`config.mk`:
```
export PLATFORM = sky130hd
export DESIGN_NAME = sdram_address_sequencer
export DESIGN_NICKNAME = d
export VERILOG_FILES = /design/src/rtl/sdram_address_sequencer.sv
export SDC_FILE = /design/constraint.sdc
export NUM_CORES = 1
export LEC_CHECK = 0
export CORE_MARGIN = 1
export CORE_UTILIZATION = 55
export DETAILED_ROUTE_END_ITERATION = 8
export HOLD_SLACK_MARGIN = 0.06
export PLACE_DENSITY = 0.84
export RECOVER_POWER = 100
export SYNTH_ARGS = -nofsm -noshare
export SYNTH_HDL_FRONTEND = slang
export SYNTH_SLANG_ARGS = --single-unit
```
`constraint.sdc`:
```
create_clock -name CLK_48MHZ -period 8.3 [get_ports CLK_48MHZ]
set_clock_uncertainty 0.1 [all_clocks]
set_input_delay 2.075 -clock CLK_48MHZ [delete_from_list [all_inputs] [get_ports CLK_48MHZ]]
set_output_delay 2.075 -clock CLK_48MHZ [all_outputs]
set_load 0.01 [all_outputs]
```
`src/rtl/sdram_address_sequencer.sv`:
```
// Circular-buffer address generator feeding memory_controller with write/read bank/row/column.
// Optional OVERWRITE_OLDEST_EN: a write into a full buffer discards the oldest word instead of being rejected.
module sdram_address_sequencer #(
  parameter logic [23:0] START_ADDR = 24'h000000,
  parameter logic [23:0] END_ADDR   = 24'hFFFFFF
) (
  input  logic        CLK_48MHZ,
  input  logic        RESET,
  input  logic        NEXT_WRITE,
  input  logic        NEXT_READ,
  input  logic        CLEAR_FLAGS,
  output logic [1:0]  BA_WRITE,
  output logic [12:0] ROW_WRITE,
  output logic [8:0]  COL_WRITE,
  output logic [1:0]  BA_READ,
  output logic [12:0] ROW_READ,
  output logic [8:0]  COL_READ,
  output logic [24:0] WORD_COUNT,
  output logic        FULL,
  output logic        EMPTY,
  output logic        OVERFLOW,
  output logic        UNDERFLOW
);

  localparam logic [24:0] CAPACITY = {1'b0, END_ADDR} - {1'b0, START_ADDR} + 25'd1;

  logic [23:0] wr_ptr;
  logic [23:0] rd_ptr;
  logic [24:0] count;
  logic        overflow_flag;
  logic        underflow_flag;

  logic is_full;
  logic is_empty;
  logic rd_ok;
  logic wr_ok;
  logic wr_blocked;
  logic drop_oldest;

  // Wrap is checked before incrementing so the pointer never leaves the region.
  function automatic logic [23:0] advance(input logic [23:0] p);
    return (p == END_ADDR) ? START_ADDR : p + 24'd1;
  endfunction

  always_comb begin
    is_full    = (count == CAPACITY);
    is_empty   = (count == 25'd0);
    rd_ok      = NEXT_READ & ~is_empty;
    wr_blocked = NEXT_WRITE & is_full & ~rd_ok;
`ifdef OVERWRITE_OLDEST_EN
    wr_ok       = NEXT_WRITE;
    drop_oldest = wr_blocked;
`else
    wr_ok       = NEXT_WRITE & ~wr_blocked;
    drop_oldest = 1'b0;
`endif
  end

  always_ff @(posedge CLK_48MHZ) begin
    if (RESET) begin
      wr_ptr         <= START_ADDR;
      rd_ptr         <= START_ADDR;
      count          <= 25'd0;
      overflow_flag  <= 1'b0;
      underflow_flag <= 1'b0;
    end else begin
      if (wr_ok)
        wr_ptr <= advance(wr_ptr);
      if (rd_ok | drop_oldest)
        rd_ptr <= advance(rd_ptr);
      // A dropped word keeps the count at capacity even though a write was taken.
      if (wr_ok & ~rd_ok & ~drop_oldest)
        count <= count + 25'd1;
      else if (rd_ok & ~wr_ok)
        count <= count - 25'd1;
      overflow_flag  <= (overflow_flag & ~CLEAR_FLAGS) | wr_blocked;
      underflow_flag <= (underflow_flag & ~CLEAR_FLAGS) | (NEXT_READ & is_empty);
    end
  end

  assign COL_WRITE  = wr_ptr[8:0];
  assign ROW_WRITE  = wr_ptr[21:9];
  assign BA_WRITE   = wr_ptr[23:22];
  assign COL_READ   = rd_ptr[8:0];
  assign ROW_READ   = rd_ptr[21:9];
  assign BA_READ    = rd_ptr[23:22];
  assign WORD_COUNT = count;
  assign FULL       = is_full;
  assign EMPTY      = is_empty;
  assign OVERFLOW   = overflow_flag;
  assign UNDERFLOW  = underflow_flag;

endmodule

```
* After elaboration in Yosys (flattened, before gate mapping) *
Index checks and enable logic that the tools add are counted.

word-level totals
  register bits = 75
  logic and storage cells = 34

operators by class
  add/subtract/negate cells = 4
  equality and inequality tests = 3
  muxes and demuxes = 4
  bitwise gates (word level) = 16
  reductions and logical operators = 2

operators by type and width
  operator               count
  $mux 25                2
  $add 24x1->24 const B  2
  $eq 24x24->1 const B   2
  $mux 24                2
  $add 25x1->25 const B  1
  $eq 25x25->1 const B   1
  $logic_not 25->1       1
  $sub 25x1->25 const B  1
  $and 1x1->1            9
  $not 1->1              5
  $or 1x1->1             2
  $reduce_bool 2->1      1

* Longest topological paths before layout *
Gate-level depths: netlist (run 1).

  word-level depth = 11
  depth in mapped cells = 17
  gate-level depth less buffers = 17

* Worst setup path before layout (run 1) *
No wires, ideal clock.

  kind = input port to flip-flop
  from = input port NEXT_READ
  to = register count[17], in the netlist WORD_COUNT[17]
  setup time = 0.127 ns
  data arrival time = 5.433 ns
  data required time = 8.073 ns
  slack = 2.640 ns
  stages on the path = 12
  path buffers = 0
  path through = o41a_4 -> ha_1 -> inv_1 -> ha_1 -> a211o_1 -> o2111ai_1 -> nand3b_1 -> a221oi_1 -> o21bai_1 -> a21oi_1 -> nor4_1 -> or3_1

on the way
  longest elaborated chain between the ends = 8
  elaborated cells on any way between the ends = 10
  those cells by class = mux: 1; bitwise: 8; reduce/logical: 1

RTL lines
  element                             RTL line  source
  start: declaration                  10        input logic NEXT_READ,
  $and 1x1->1 (*)                     48        rd_ok = NEXT_READ & ~is_empty;
  $not 1->1                           49, 72
  $and 1x1->1                         49        wr_blocked = NEXT_WRITE & is_full & ~rd_ok;
  $not 1->1                           54        wr_ok = NEXT_WRITE & ~wr_blocked;
  $and 1x1->1                         54
  $not 1->1                           74        else if (rd_ok & ~wr_ok)
  $and 1x1->1                         74
  $reduce_bool 2->1 (no source line)  n/a
  end signal: assignment              73        count <= count + 25'd1;
  end signal: assignment              75        count <= count - 25'd1;
  end: declaration                    29        logic [24:0] count;

Mark *: on every way between the ends. The rest lies on a longest branch, timed or not.
A chain may end at the register's enable or synchronous reset.

* Worst setup path in the final report (run 1) *
  from = input port NEXT_READ
  to = register count[17], in the netlist WORD_COUNT[17]

on the way
  longest elaborated chain between the ends = 8
  elaborated cells on any way between the ends = 10
  those cells by class = mux: 1; bitwise: 8; reduce/logical: 1

RTL lines
  element                             RTL line  source
  $and 1x1->1 (*)                     48
  $not 1->1 (*)                       49
  $and 1x1->1 (*)                     49
  $not 1->1 (*)                       54
  $and 1x1->1 (*)                     54
  named net wr_ok                     36        logic wr_ok;
  $not 1->1                           74
  $and 1x1->1                         74
  $reduce_bool 2->1 (no source line)  n/a

The timed path passes the listed nets; every way through them passes the cells marked *.

==> results by group, run 1 <==
CTS
  • Clk sink count: 75
  • Total CTS buffers: 9
  • Cts repair resizes: 0
  • CTS max path bufs: 2
  • Clock edge transition at the registers on the reported setup and hold paths: roughly 0.08 ns
  • Worst-skew pair later-pin latency: 0.36 ns
  • Count of hold-fix buffers inserted at cts: 0
  • Root buf cell: sky130_fd_sc_hd__clkbuf_8
  • Post-CTS setup repair buffer count: 0
  • Clock tree from TritonCTS: done
  • H-tree levels: 3

Final layout
  • Number of inserted diodes: 0
  • Layout cell share with drive strength beyond 1: 5.70%
  • Total number of nets in the final design: roughly 620
  • Area overhead of the layout relative to synthesis: 23.9%

Critical path
  • Destination of the worst register-to-register timing path: WORD_COUNT[17]
  • Launching point of the worst reg2reg path: WORD_COUNT[18]
  • Type of origin of the critical path: input port
  • Data arrival time of the critical path: 6.75 ns
  • Critical setup path kind: input port to flop
  • Endpoint class of the critical path: flop
  • Worst setup slack for register-to-register paths: between 3 and 4 ns
  • CP required: approximately 8.4 ns
  • Maximum net fanout on the critical path: 25
  • R2R cell count: 16

Logic synthesis
  • Area fraction in compound gates after synthesis: ~14%
  • Number of synthesized flops with an enable pin: 0
  • Number of distinct library cells after synthesis: 58
  • Post-synthesis sequential area ratio: 35.1%
  • Fraction of registers with async set or reset after synthesis: 0%
  • Synthesized-area fraction occupied by and/or/nand/nor cells: between 20% and 30%
  • Adder-cell area share of the yosys netlist: about 8.4%
  • Dominant cell type by area after synthesis: sky130_fd_sc_hd__dfxtp_1
  • Cell area after synthesis: roughly 4300 um^2
  • Number of nets produced by synthesis: approximately 550
  • Most common flop cell mapped by yosys: sky130_fd_sc_hd__dfxtp_1
  • Per-instance average area after synthesis: 8.34 um^2
  • Multiplexer share of the synthesized area: less than 1%
  • Synthesis-stage register bit count: 75
  • Dominant combinational cell family by area after synthesis: simple AND/OR/NAND/NOR gates
  • Share of the synthesized area in the top cell type: between 30% and 40%
  • Main area contributors after synthesis: sky130_fd_sc_hd__dfxtp_1 35%, sky130_fd_sc_hd__xor2_1 9.0%, sky130_fd_sc_hd__nor2_1 8.0%, sky130_fd_sc_hd__ha_1 7.9%, sky130_fd_sc_hd__a21oi_1 4.6%
  • Post-Syn Instances: 512
  • Post-synthesis share of cell area spent on xor and xnor gates: around an eighth
  • Yosys warns: 0

Detailed routing
  • Routed wire length: ~10000 um
  • Total number of vias: just under 4k
  • 1st-pass router iterations: 5
  • Detailed router's first-iteration violation count: about 210
  • Drt drc: 0
  • WL met3: ~500 um
  • Count of antenna-violating nets left after detailed routing: 0
  • Number of vias per cell after detailed routing: roughly 5.6
  • Met1 wire length: between 4000 and 5000 um
  • Detailed-route wire length per cell: roughly 14 um
  • Highest metal layer used by the detailed router: met4
  • Routed met2 length: 4730 um

Pwr
  • Maximum vdd ir drop: 0.107 mV
  • Leakage dissipation: 2.32 nW
  • Total power: around 1.5 mW
  • PwrDens: between 200 and 300 nW/um^2

Global routing
  • Largest net degree at the start of global routing: 42
  • Global routing usage summed across all routing layers: 25.2%
  • Via count of the first global-routing pass: roughly 3.7k
  • Leftover overflow at the end of global routing: 0
  • First-pass GRT wire length: between 15000 and 20000 um
  • Initial antenna violation count: 0

Floorplanning
  • Number of top-level design ports: 82
  • Row count: 31
  • Die boundary height: between 90 and 100 um
  • DIE AREA: a little over 8000 um^2
  • Placeable core region: between 7000 and 8000 um^2
  • Initial Utilization: slightly below 60%
  • Horizontal extent of the die: approximately 90 um

STA
  • Shortest clock period the worst path allows after layout: ~6.6 ns
  • Number of slew-limit violations in the final report: 42
  • Final setup vio count: 0
  • RSZ-0062 raised after global routing: no
  • Setup TNS: 0 ns
  • Period utilisation layout: between 70% and 80%
  • Top achievable clock speed: 0.151 GHz
  • Slew @ Worst Pin: 1.75 ns
  • Normalized max-slew margin: -16.9%
  • Number of endpoints with negative hold slack in the final report: 0

Worst hold path
  • Path class of the lowest-slack min-delay path: flop to flop
  • Worst Hold Path Cells: 2
  • Worst Hold Path EP: rd_ptr[1]
  • Startpoint of the lowest-slack hold path: rd_ptr[1]

Placed design
  • Gp weighted congestion: 0.927
  • Final HPWL DP: slightly above 7000 um
  • Port Buf Inserts: 81

Status
  • Violated checks: max-capacitance violations, max-slew violations
  • Run status: finished, violations left

Run
  • Number of max-capacitance violations reported: 1
==> critical path, cell delays in order <==
cell and delay (ns):
sky130_fd_sc_hd__dlygate4sd3_1 0.58, sky130_fd_sc_hd__o41a_2 0.56, sky130_fd_sc_hd__ha_1 0.24, sky130_fd_sc_hd__inv_1 0.65
sky130_fd_sc_hd__ha_1 0.45, sky130_fd_sc_hd__a211o_1 0.34, sky130_fd_sc_hd__o2111ai_1 0.28, sky130_fd_sc_hd__nand3b_1 0.12
sky130_fd_sc_hd__a221oi_1 0.62, sky130_fd_sc_hd__o21bai_1 0.12, sky130_fd_sc_hd__a21oi_1 0.21, sky130_fd_sc_hd__nor4_1 0.07
sky130_fd_sc_hd__or3_1 0.42
==> how the worst max path moves through the flow <==
stage / startpoint / end / slack, ns / cells past startpoint
4_1_cts: NEXT_READ / WORD_COUNT[17] / 1.98 / 13
3_5_place_dp: NEXT_READ / WORD_COUNT[17] / 1.63 / 13
6_report: NEXT_READ / WORD_COUNT[17] / 1.69 / 13
3_3_place_gp: NEXT_READ / WORD_COUNT[17] / 1.77 / 13
2_1_floorplan: NEXT_READ / WORD_COUNT[17] / 2.64 / 12
5_1_grt: NEXT_READ / WORD_COUNT[17] / 1.38 / 14
==> per-layer routing <==
metal | global-route usage (%) | vias up
met5 | 0 | -
met4 | 9.01 | 0
met3 | 5.67 | 28
met2 | 42.9 | 107
met1 | 31.1 | 1838
li1 | - | 1945
==> area by class of cell <==
class	count	area, um^2
Tap cell	99	124
Clock buffer	10	138
Inverter	14	52.6
Fill cell	610	2080
Timing Repair Buffer	83	818
Clock inverter	6	47.5
Sequential cell	75	1500
Multi-Input combinational cell	408	2610
==> synthesized netlist by cell type (7+ instances only) <==
library cell and n:
sky130_fd_sc_hd__ha_1 27, sky130_fd_sc_hd__o21ai_0 14, sky130_fd_sc_hd__dfxtp_1 75, sky130_fd_sc_hd__nor2_1 91
sky130_fd_sc_hd__a21oi_1 39, sky130_fd_sc_hd__a21o_1 7, sky130_fd_sc_hd__clkbuf_1 7, sky130_fd_sc_hd__and3_1 13
sky130_fd_sc_hd__nand3_1 17, sky130_fd_sc_hd__xor2_1 44, sky130_fd_sc_hd__inv_1 13, sky130_fd_sc_hd__nor3_1 8
sky130_fd_sc_hd__nand2_1 45, sky130_fd_sc_hd__xnor2_1 20
==> per-stage QoR <==
step	setup slack, ns	std cells	hold WS, ns	instance area (um^2)	utilization (%)
finish	1.69	695	0.416	5290	71.8
global route	1.38	695	0.448	5290	71.8
CTS	1.98	695	0.420	5320	72.2
detailed placement	1.63	679	0.395	5140	69.7
global placement	1.77	679	0.382	5140	69.7
floorplan	2.64	512	0.406	4270	-
==> kinds of logic after synthesis <==
kind of cell,count (synthesis)
and+or+nand+nor,219
AOI/OAI and AO/OA,93
muxes,4
DFF,75
adders and majority gates,28
buffers and inverters,29
xor gates and xnor gates,64
==> power by group <==
group	internal, mW	total [mW]	switching, mW
clock network	0.119	0.265	0.147
registers	0.410	0.477	0.0670
logic	0.346	0.750	0.404
total	0.875	1.49	0.618
==> registers in the layout, summed over array words and instances, names as in the netlist <==
signal and count:
WORD_COUNT 25, rd_ptr 24, wr_ptr 24, OVERFLOW 1, UNDERFLOW 1
==> cell usage in the layout (no fill, tap or decap), drive strengths merged, types with 2 or more instances in the layout <==
cell type,count
o21ai,14
nor2,96
a21oi,39
or3,3
clkinvlp,4
nor4,9
ha,27
nor3,9
and2,2
nor2b,5
a21o,8
a221oi,2
a211o,2
nand3b,2
and4,4
inv,16
and3,14
nand4,7
o31a,3
nand2,45
a211oi,4
mux2i,4
nor4b,2
o211ai,4
a21boi,3
clkdlybuf4s50,3
xor2,44
clkbuf,12
or4b,2
o21bai,3
dfxtp,75
dlygate4sd3,78
o21a,2
a31o,2
nand3,17
xnor2,20
(Power assumes the default switching activity.)
==> run 2, diff against run 1 <==
- CORE_UTILIZATION: 55 -> 47
- PLACE_DENSITY: 0.84 -> 0.76
- clock period: 8.3 -> 5.8 ns (I/O delays scaled with it)
==> results by group, run 2 (synthesis results as in run 1) <==
Critical path
  • Type of origin of the critical path: input port (unchanged)
  • Maximum net fanout on the critical path: 6 (was 25)
  • R2R cell count: 19 (was 16)
  • Launching point of the worst reg2reg path: WORD_COUNT[0] (was WORD_COUNT[18])
  • Endpoint class of the critical path: flop (unchanged)
  • Worst setup slack for register-to-register paths: 0.97 ns (was 3.02 ns)
  • Data arrival time of the critical path: 5.28 ns (was 6.75 ns)
  • Destination of the worst register-to-register timing path: WORD_COUNT[23] (was WORD_COUNT[17])
  • CP required: 5.93 ns (was 8.44 ns)
  • Critical setup path kind: input port to flop (unchanged)

Global routing
  • Global routing usage summed across all routing layers: 21.7% (was 25.2%)
  • Leftover overflow at the end of global routing: 0 (unchanged)
  • First-pass GRT wire length: 17000 um (was 16900 um)
  • Initial antenna violation count: 0 (unchanged)
  • Via count of the first global-routing pass: 3740 (was 3682)
  • Largest net degree at the start of global routing: 42 (unchanged)

STA
  • Period utilisation layout: around 90%
  • Slew @ Worst Pin: 1.79 ns (was 1.75 ns)
  • RSZ-0062 raised after global routing: no (unchanged)
  • Setup TNS: 0 ns (unchanged)
  • Number of slew-limit violations in the final report: 42 (unchanged)
  • Final setup vio count: 0 (unchanged)
  • Normalized max-slew margin: -19.1% (was -16.9%)
  • Shortest clock period the worst path allows after layout: ~5.2 ns
  • Number of endpoints with negative hold slack in the final report: 0 (unchanged)
  • Top achievable clock speed: just under 0.2 GHz

Detailed routing
  • Detailed router's first-iteration violation count: 115 (was 208)
  • Routed wire length: 10100 um (was 9930 um)
  • Number of vias per cell after detailed routing: 5.46 (was 5.64)
  • Drt drc: 0 (unchanged)
  • Count of antenna-violating nets left after detailed routing: 0 (unchanged)
  • Total number of vias: 3868 (was 3918)
  • 1st-pass router iterations: 4 (was 5)
  • Detailed-route wire length per cell: 14.3 um (about the same)

CTS
  • Clk sink count: 75 (unchanged)
  • CTS max path bufs: 2 (unchanged)
  • Cts repair resizes: 0 (unchanged)
  • Clock edge transition at the registers on the reported setup and hold paths: 0.08 ns (about the same)
  • Post-CTS setup repair buffer count: 0 (unchanged)
  • Total CTS buffers: 9 (unchanged)
  • Count of hold-fix buffers inserted at cts: 0 (unchanged)
  • Clock tree from TritonCTS: done (unchanged)
  • Worst-skew pair later-pin latency: 0.36 ns (about the same)
  • H-tree levels: 3 (unchanged)
  • Root buf cell: sky130_fd_sc_hd__clkbuf_8 (unchanged)

Placed design
  • Final HPWL DP: 7410 um (was 7150 um)
  • Gp weighted congestion: 0.880 (was 0.927)
  • Cells after DPL: 693 (was 679)
  • Port Buf Inserts: 81 (unchanged)

Pwr
  • Maximum vdd ir drop: 0.143 mV (was 0.107 mV)
  • Share of total power in the clock network: 17.5% (was 17.8%)
  • Leakage dissipation: 2.35 nW (was 2.32 nW)
  • Internal cell power: 1.26 mW (was 875 uW)
  • Switching part of the total: 41.2% (was 41.4%)
  • Combinational power share: 50.9% (was 50.2%)
  • Seq pwr share: 31.6% (was 32.0%)
  • Sw power: 884 uW (was 618 uW)
  • PwrDens: 403 nW/um^2 (was 282 nW/um^2)

Floorplanning
  • Row count: 34 (was 31)
  • Placeable core region: 8760 um^2 (was 7370 um^2)
  • Die boundary height: 97.3 um (was 90.1 um)
  • DIE AREA: 9470 um^2 (was 8120 um^2)
  • Horizontal extent of the die: 97.3 um (was 90.1 um)
  • Number of top-level design ports: 82 (unchanged)
  • Initial Utilization: 48.7% (was 58.0%)

Worst hold path
  • Startpoint of the lowest-slack hold path: rd_ptr[1] (unchanged)
  • Path class of the lowest-slack min-delay path: flop to flop (unchanged)
  • Worst Hold Path EP: rd_ptr[1] (unchanged)
  • Worst Hold Path Cells: 2 (unchanged)

Status
  • Violated checks: max-capacitance violations, max-slew violations (unchanged)
  • Run status: finished, violations left (unchanged)

Final layout
  • Most common cell after layout, fill and taps aside: sky130_fd_sc_hd__nor2_1 (unchanged)
  • Most frequent cells in the layout: 91 x sky130_fd_sc_hd__nor2_1, 77 x sky130_fd_sc_hd__dlygate4sd3_1, 75 x sky130_fd_sc_hd__dfxtp_1 (was 91 x sky130_fd_sc_hd__nor2_1, 78 x sky130_fd_sc_hd__dlygate4sd3_1, 75 x sky130_fd_sc_hd__dfxtp_1)
  • Layout cell share with drive strength beyond 1: 6.16% (was 5.70%)
  • Final cell count without fillers: 709 (was 695)
  • Number of inserted diodes: 0 (unchanged)
  • Total number of nets in the final design: 629 (was 624)
  • Max FFs per register: 25 (unchanged)
  • Area overhead of the layout relative to synthesis: 24.7% (was 23.9%)

Run
  • Number of max-capacitance violations reported: 1 (unchanged)
[run 2: cell types whose count changed in the layout (fill, tap and decap cells not counted), sizes merged]
cell,change
buf,+5
clkbuf,+1
clkdlybuf4s50,+1
clkinv,+2
clkinvlp,-2
dlygate4sd3,-1
inv,-1
[run 2: area by class of cell]
cell class / instances / area, um^2
fillers: 806 / 3440
well taps: 108 / 135
multi-input cells: 408 / 2600
flip-flops and latches: 75 / 1500
clock inverters: 5 / 37.5
clock buffers: 11 / 141
inverters: 14 / 52.6
repair buffers: 88 / 856
[run 2: how the worst max path moves through the flow]
stage	start	endpoint	slack [ns]	depth (start not counted)
CTS	NEXT_READ	WORD_COUNT[17]	0.87	14
detailed placement	NEXT_READ	WORD_COUNT[17]	0.49	14
global route	NEXT_READ	WORD_COUNT[17]	0.35	16
finish	NEXT_READ	WORD_COUNT[17]	0.65	14
global placement	NEXT_READ	WORD_COUNT[17]	0.57	14
floorplan	NEXT_READ	WORD_COUNT[17]	0.77	12
[run 2: worst max-delay path: stages]
cell,delay (ns)
sky130_fd_sc_hd__dlygate4sd3_1,0.60
sky130_fd_sc_hd__o41a_2,0.56
sky130_fd_sc_hd__ha_1,0.24
sky130_fd_sc_hd__inv_1,0.16
sky130_fd_sc_hd__ha_1,0.33
sky130_fd_sc_hd__a211o_1,0.34
sky130_fd_sc_hd__o2111ai_1,0.28
sky130_fd_sc_hd__nand3b_1,0.11
sky130_fd_sc_hd__a221oi_1,0.32
sky130_fd_sc_hd__buf_4,0.19
sky130_fd_sc_hd__o21bai_1,0.06
sky130_fd_sc_hd__a21oi_1,0.18
sky130_fd_sc_hd__nor4_1,0.06
sky130_fd_sc_hd__or3_1,0.41
[run 2: power by group through the flow]
stage	Sequential, mW	Combinational (mW)	Clock (mW)
final	0.679	1.09	0.375
after global routing	0.692	1.22	0.410
after CTS	0.685	1.12	0.389
after detailed placement	0.696	1.12	0
after global placement	0.694	1.09	0
after floorplan	0.701	0.773	0
[run 2: stage by stage]
stage                     utilization, %  area [um^2]  hold WS (ns)  power [mW]  worst slack, ns
after floorplan                        -         4270         0.406        1.47            0.765
after global placement              59.2         5190         0.379        1.79            0.568
after detailed placement            59.2         5190         0.395        1.81            0.489
after CTS                           61.2         5370         0.408        2.20            0.875
after global routing                60.8         5330         0.426        2.33            0.347
final                               60.8         5330         0.404        2.15            0.646
[run 2: routing by layer]
layer	up-vias	global-route usage [%]	share of wire, %
met2	83	37.2	49
li1	1952	-	-
met5	-	0	0
met1	1818	26.3	45
met3	15	5.83	5.1
met4	0	6.79	1.6
